===== src/rtl/ssd_pkg.sv =====
// Shared constants for the seven-segment bus receiver: field layout, widths
// and the active-low hex font.
package ssd_pkg;

  localparam int SSD_DIGITS  = 4;
  localparam int SSD_SEG_W   = 7;
  localparam int SSD_AN_W    = 4;
  localparam int SSD_BUS_W   = SSD_AN_W + SSD_SEG_W;

  localparam int SSD_AN_MSB  = 10;
  localparam int SSD_AN_LSB  = 7;
  localparam int SSD_SEG_MSB = 6;
  localparam int SSD_SEG_LSB = 0;

  // Segment order is g..a (bit6..bit0), low = lit
  localparam logic [SSD_SEG_W-1:0] SEG_0 = 7'b1000000;
  localparam logic [SSD_SEG_W-1:0] SEG_1 = 7'b1111001;
  localparam logic [SSD_SEG_W-1:0] SEG_2 = 7'b0100100;
  localparam logic [SSD_SEG_W-1:0] SEG_3 = 7'b0110000;
  localparam logic [SSD_SEG_W-1:0] SEG_4 = 7'b0011001;
  localparam logic [SSD_SEG_W-1:0] SEG_5 = 7'b0010010;
  localparam logic [SSD_SEG_W-1:0] SEG_6 = 7'b0000010;
  localparam logic [SSD_SEG_W-1:0] SEG_7 = 7'b1111000;
  localparam logic [SSD_SEG_W-1:0] SEG_8 = 7'b0000000;
  localparam logic [SSD_SEG_W-1:0] SEG_9 = 7'b0010000;
  localparam logic [SSD_SEG_W-1:0] SEG_A = 7'b0001000;
  localparam logic [SSD_SEG_W-1:0] SEG_B = 7'b0000011;
  localparam logic [SSD_SEG_W-1:0] SEG_C = 7'b1000110;
  localparam logic [SSD_SEG_W-1:0] SEG_D = 7'b0100001;
  localparam logic [SSD_SEG_W-1:0] SEG_E = 7'b0000110;
  localparam logic [SSD_SEG_W-1:0] SEG_F = 7'b0001110;

endpackage


===== src/rtl/ssd_seg_decode.sv =====
// Combinational hex-font decoder: active-low segments to a nibble, with a flag
// that is low for any pattern outside the 16-glyph font.
module ssd_seg_decode
  import ssd_pkg::*;
(
  input  logic [SSD_SEG_W-1:0] seg,
  output logic [3:0]           nibble,
  output logic                 ok
);

  always_comb begin
    nibble = 4'h0;
    ok     = 1'b1;
    case (seg)
      SEG_0:   nibble = 4'h0;
      SEG_1:   nibble = 4'h1;
      SEG_2:   nibble = 4'h2;
      SEG_3:   nibble = 4'h3;
      SEG_4:   nibble = 4'h4;
      SEG_5:   nibble = 4'h5;
      SEG_6:   nibble = 4'h6;
      SEG_7:   nibble = 4'h7;
      SEG_8:   nibble = 4'h8;
      SEG_9:   nibble = 4'h9;
      SEG_A:   nibble = 4'hA;
      SEG_B:   nibble = 4'hB;
      SEG_C:   nibble = 4'hC;
      SEG_D:   nibble = 4'hD;
      SEG_E:   nibble = 4'hE;
      SEG_F:   nibble = 4'hF;
      default: ok     = 1'b0;
    endcase
  end

endmodule


===== src/rtl/ssd_frame_decoder.sv =====
// Reconstructs the four hex digits shown on a multiplexed seven-segment bus.
// Define SSD_FRAME_DECODER_ERR_EN to accept undecodable glyphs as 0 and flag the frame.
module ssd_frame_decoder
  import ssd_pkg::*;
#(
  parameter int STABLE_CYCLES = 4
) (
  input  logic                 clock,
  input  logic                 reset,
  input  logic [SSD_BUS_W-1:0] ssd_in,
  output logic [15:0]          value,
  output logic                 value_valid,
  output logic                 frame_strobe,
  output logic                 frame_error
);

  logic [SSD_BUS_W-1:0]  prev_q;
  logic [7:0]            cnt_q;
  logic [15:0]           slots_q;
  logic [SSD_DIGITS-1:0] seen_q;

  logic [SSD_AN_W-1:0]   an;
  logic [SSD_SEG_W-1:0]  seg;
  logic [3:0]            dec_nib;
  logic                  dec_ok;

  logic                  same;
  logic [8:0]            run_len;
  logic                  stable_hit;
  logic [SSD_DIGITS-1:0] slot_oh;
  logic                  an_ok;
  logic                  accept;
  logic                  err_hit;
  logic [3:0]            nib_acc;
  logic [15:0]           slots_n;
  logic [SSD_DIGITS-1:0] seen_n;
  logic                  frame_done;

  assign an  = ssd_in[SSD_AN_MSB:SSD_AN_LSB];
  assign seg = ssd_in[SSD_SEG_MSB:SSD_SEG_LSB];

  ssd_seg_decode u_dec (
    .seg    (seg),
    .nibble (dec_nib),
    .ok     (dec_ok)
  );

  // run_len is the number of identical consecutive samples including this one;
  // the counter holds that length minus two while the bus stays put.
  assign same       = (ssd_in == prev_q);
  assign run_len    = same ? ({1'b0, cnt_q} + 9'd2) : 9'd1;
  assign stable_hit = (run_len == 9'(STABLE_CYCLES));

  assign slot_oh = ~an;
  assign an_ok   = (slot_oh != '0) && ((slot_oh & (slot_oh - 1'b1)) == '0);

`ifdef SSD_FRAME_DECODER_ERR_EN
  assign accept  = stable_hit && an_ok;
  assign err_hit = !dec_ok;
  assign nib_acc = dec_ok ? dec_nib : 4'h0;
`else
  assign accept  = stable_hit && an_ok && dec_ok;
  assign err_hit = 1'b0;
  assign nib_acc = dec_nib;
`endif

  always_comb begin
    slots_n = slots_q;
    for (int k = 0; k < SSD_DIGITS; k++) begin
      if (slot_oh[k]) slots_n[4*k +: 4] = nib_acc;
    end
  end

  assign seen_n     = seen_q | slot_oh;
  assign frame_done = accept && (&seen_n);

  always_ff @(posedge clock or posedge reset) begin
    if (reset) begin
      prev_q       <= '0;
      cnt_q        <= '0;
      slots_q      <= '0;
      seen_q       <= '0;
      value        <= '0;
      value_valid  <= 1'b0;
      frame_strobe <= 1'b0;
    end else begin
      prev_q       <= ssd_in;
      frame_strobe <= 1'b0;
      if (!same)
        cnt_q <= '0;
      else if (cnt_q < 8'(STABLE_CYCLES))
        cnt_q <= cnt_q + 8'd1;
      if (accept) begin
        slots_q <= slots_n;
        if (frame_done) begin
          seen_q       <= '0;
          value        <= slots_n;
          value_valid  <= 1'b1;
          frame_strobe <= 1'b1;
        end else begin
          seen_q <= seen_n;
        end
      end
    end
  end

`ifdef SSD_FRAME_DECODER_ERR_EN
  logic err_q;

  always_ff @(posedge clock or posedge reset) begin
    if (reset) begin
      err_q       <= 1'b0;
      frame_error <= 1'b0;
    end else if (accept) begin
      if (frame_done) begin
        frame_error <= err_q || err_hit;
        err_q       <= 1'b0;
      end else begin
        err_q <= err_q || err_hit;
      end
    end
  end
`else
  assign frame_error = 1'b0;
`endif

endmodule


===== config.mk =====
export PLATFORM = sky130hd
export DESIGN_NAME = ssd_frame_decoder
export DESIGN_NICKNAME = d
export VERILOG_FILES = /design/src/rtl/ssd_pkg.sv /design/src/rtl/ssd_seg_decode.sv /design/src/rtl/ssd_frame_decoder.sv
export SDC_FILE = /design/constraint.sdc
export NUM_CORES = 1
export LEC_CHECK = 0
export CAP_MARGIN = 0
export CORE_ASPECT_RATIO = 1.5
export CORE_MARGIN = 3
export CORE_UTILIZATION = 51
export CTS_CLUSTER_DIAMETER = 60
export DETAILED_ROUTE_END_ITERATION = 10
export PLACE_DENSITY = 0.76
export SLEW_MARGIN = 20
export SYNTH_ARGS = -nofsm -noshare
export SYNTH_HDL_FRONTEND = slang
export SYNTH_SLANG_ARGS = --single-unit

===== constraint.sdc =====
create_clock -name clock -period 2.4 [get_ports clock]
set_input_delay 0.24 -clock clock [delete_from_list [all_inputs] [get_ports clock]]
set_output_delay 0.24 -clock clock [all_outputs]
set_load 0.01 [all_outputs]

==> results by group <==
Timing
  – Final Hold Fails: 0
  – Unrepaired setup endpoints after global routing: true
  – Slew Limit Fails: 0
  – Setup Viol. Count Final: 1
  – Setup ws final: -0.00910 ps
  – Slew headroom: 53.4%
  – Final period util: 100%
  – Worst-margin pin slew: 694 ps
  – Setup TNS: -0.00910 ps
  – FMAX: 0.417 GHz
  – Clock skew: 7.10 ps
  – Hold WS: 189 ps
  – Fin crit period: 2400 ps

Synthesis
  – Seq/Total Area, Yosys: 46.8%
  – Number of library cell types mapped by synthesis: 58
  – Number of flops mapped to enable cells by yosys: 0
  – Async SR Flop Fraction: 100%
  – Mean Syn Cell Area: 11.5 sq um
  – Post-Syn Instances: 266
  – Syn_nets: 281
  – Synth Warn #: 0
  – #FFs+latches synth: 57
  – Mapped Area: 3050 sq um
  – Post-synth top flop: dfrtp_1

Power and ir drop
  – Sw frac: 23.2%
  – Final Power: 2.21 mW
  – Clk pwr share: 46.4%
  – Comb pwr share: 9.6%
  – Leakage: 1.96 nW
  – PwrDens: 545 nW/um^2
  – Cell Int Power: 1.70 mW
  – Sequential share of power: 44.0%
  – Maximum VDD drop: 0.000595 V
  – Switching power: 0.513 mW

Global route
  – GR peak layer: met2
  – Initial antenna violation count: 0
  – First-pass GRT wire length: 11.5 mm
  – Met2 usage: 38.5%
  – Met3 Use GR: 4.99%
  – Largest net degree at the start of global routing: 58
  – Vias in the first global route: 2366
  – Met1 Use GR: 24.0%
  – Total track usage: 21.1%
  – Remaining Overflow, GRT: 0

Placement
  – Area after DPL: 3790 sq um
  – IO buf count: 30
  – DP HPWL: 5.17 mm
  – GPL Wtd Cong: 0.924
  – Cell count after placement: 404
  – Placement Setup Slack: -286 ps

Floorplan
  – Core area: 5620 sq um
  – Die area: 6960 sq um
  – I/O pins: 32
  – Die H: 101 um
  – Initial cell density of the core: 54.3%
  – Die width: 69.1 um
  – Std cell rows: 33

Worst setup path
  – Buffers & Inverters on Critical Path: 2
  – Kind of critical path: reg2reg
  – Startpoint Class: flop
  – CP Max Fanout: 4
  – CP max-delay cell: or3_4
  – CP Capture Type: flop
  – Critical Path Max Stage Delay: 430 ps
  – WP data arrival: 2620 ps
  – Critical Path RT: 2620 ps
  – Cell family contributing the most delay on the critical path: simple AND/OR/NAND/NOR gates
  – Worst-path cell chain: or3_4, nor4_4, buf_4, buf_6, nand4_1, a311oi_4, mux2_1
  – Flop-to-flop setup slack: -0.009 ps

Finish
  – Layout overhead on the synthesized area: 33.3%
  – Layout cells sized above 1: 28.8%
  – Post-route insts no fill: 421
  – Final Core Density: 72.4%
  – Final instance area: 4070 sq um
  – N_diodes: 0
  – Final #Nets: 361

Route
  – Final wirelength: 6.93 mm
  – Initial DRT Pass Iterations: 4
  – Drt via density: 5.42
  – Via count: 2283
  – Detail Route Antenna Nets: 0
  – DR WL/cell: 16.4 um
  – Drt drc: 0
  – DRT iter0 DRCs: 139

Clock network
  – Clk pin slew, worst setup/hold paths: 70 ps
  – Clk root buf: clkbuf_8
  – CTS Hold Bufs: 0
  – Clk sink count: 57
  – Clk buf depth: 2
  – CTS tree: yes
  – H-Tree Depth: 3
  – Worst skew pair latency: 340 ps
  – Cts bufs inserted: 9

Outcome
  – Outcome: finished, violations left
  – Failing checks: setup timing

Hold path
  – Worst hold path type: in2reg

Job
  – Max_cap viols: 0
-- cell usage after synthesis, types with 2 or more instances --
cell type / number / share of area, %
a211o_1: 2 / 0.57
a21boi_1: 2 / 0.49
a21oi_1: 2 / 0.33
a22oi_1: 2 / 0.49
a311oi_4: 4 / 3.4
a31oi_1: 5 / 1.0
and3b_1: 2 / 0.57
buf_2: 10 / 1.6
buf_4: 3 / 0.74
buf_6: 4 / 1.5
dfrtp_1: 57 / 47
ha_1: 2 / 0.82
inv_1: 19 / 2.3
mux2_1: 20 / 7.4
mux2_2: 2 / 0.74
mux2_4: 3 / 1.5
mux2i_1: 11 / 3.6
nand2_1: 16 / 2.0
nand3_1: 2 / 0.33
nand3b_1: 2 / 0.49
nand4_1: 5 / 1.0
nand4b_1: 2 / 0.57
nor2_1: 16 / 2.0
nor2b_1: 5 / 1.0
nor3_1: 3 / 0.49
nor3_2: 2 / 0.66
nor4_1: 2 / 0.41
nor4_4: 2 / 1.4
nor4bb_1: 2 / 0.66
o21ai_0: 9 / 1.5
o21ai_1: 2 / 0.33
o21ba_2: 3 / 0.98
o31ai_1: 5 / 1.2
or2_2: 2 / 0.41
xor2_1: 13 / 3.7
-- path summary, 6_finish.rpt --
| kind | depth (start not counted) | end | from |
|---|---|---|---|
| max in group asynchronous | 3 | value[15] | reset |
| min | 1 | prev_q[0] | ssd_in[0] |
| max | 7 | slots_q[10] | cnt_q[5] |
| max reg2reg | 7 | slots_q[10] | cnt_q[5] |
| min in group asynchronous | 3 | value[3] | reset |
| min reg2reg | 1 | value_valid | value_valid |
-- final cells by class --
cell class              instances  area [sq um]
fillers                       405          1550
multi-input cells             173          1470
flip-flops and latches         57          1430
repair buffers                 86           783
clock buffers                  11           151
well taps                      70          87.6
clock inverters                 5          77.6
inverters                      19          71.3
-- sequential cells by signal (all words and copies together), names as in the netlist --
signal	count
slots_q	16
value_valid	1
value	16
frame_strobe	1
cnt_q	8
prev_q	11
seen_q	4
-- metal layers --
layer	wire [um]	vias up
li1	-	1098
met1	2770	1128
met2	3830	50
met3	238	7
met4	94	0
met5	0	-
-- repair_timing --
| item | 4_1_cts | 5_1_grt |
|---|---|---|
| gates resized for setup | 0 | 8 |
| setup endpoints to repair | 0 | 27 |
| setup buffers | 0 | 1 |
-- kinds of logic (layout without fill, tap and decap cells) --
logic type,Yosys count,in the layout,synth area share [%]
adders and majority gates,2,2,0.820
xor gates and xnor gates,14,14,4.02
DFF,57,57,46.8
other,1,1,0.123
and+or+nand+nor,75,75,15.8
muxes,36,36,13.2
AOI/OAI and AO/OA,45,45,13.1
buffers and inverters,36,121,6.19
-- layout by cell type, fill, tap and decap left out, drive strengths merged, types with 2 or more instances in the layout --
cell type,instances
clkbuf,11
buf,56
ha,2
a21boi,2
or2,3
a22oi,2
nor2,16
a311oi,5
nor4bb,2
o21ba,4
bufinv,2
inv,19
dfrtp,57
mux2i,11
nand4b,2
xor2,13
a31oi,5
nor4,5
o21ai,11
nand2,16
or4b,2
clkinv,2
or3,2
dlymetal6s2s,2
o31ai,5
nand3b,2
a21oi,2
clkdlybuf4s50,28
nand4,5
nor2b,5
and3b,2
mux2,25
nor3,5
nand3,3
a211o,2
-- power by group through the flow --
stage,Combinational (mW),Clock (mW),Sequential (mW)
after floorplan,0.119,0,0.992
after global placement,0.208,0,0.992
after detailed placement,0.212,0,0.992
after CTS,0.213,1.04,0.975
after global routing,0.231,1.09,0.975
final,0.212,1.03,0.975
(Power assumes the default switching activity.)
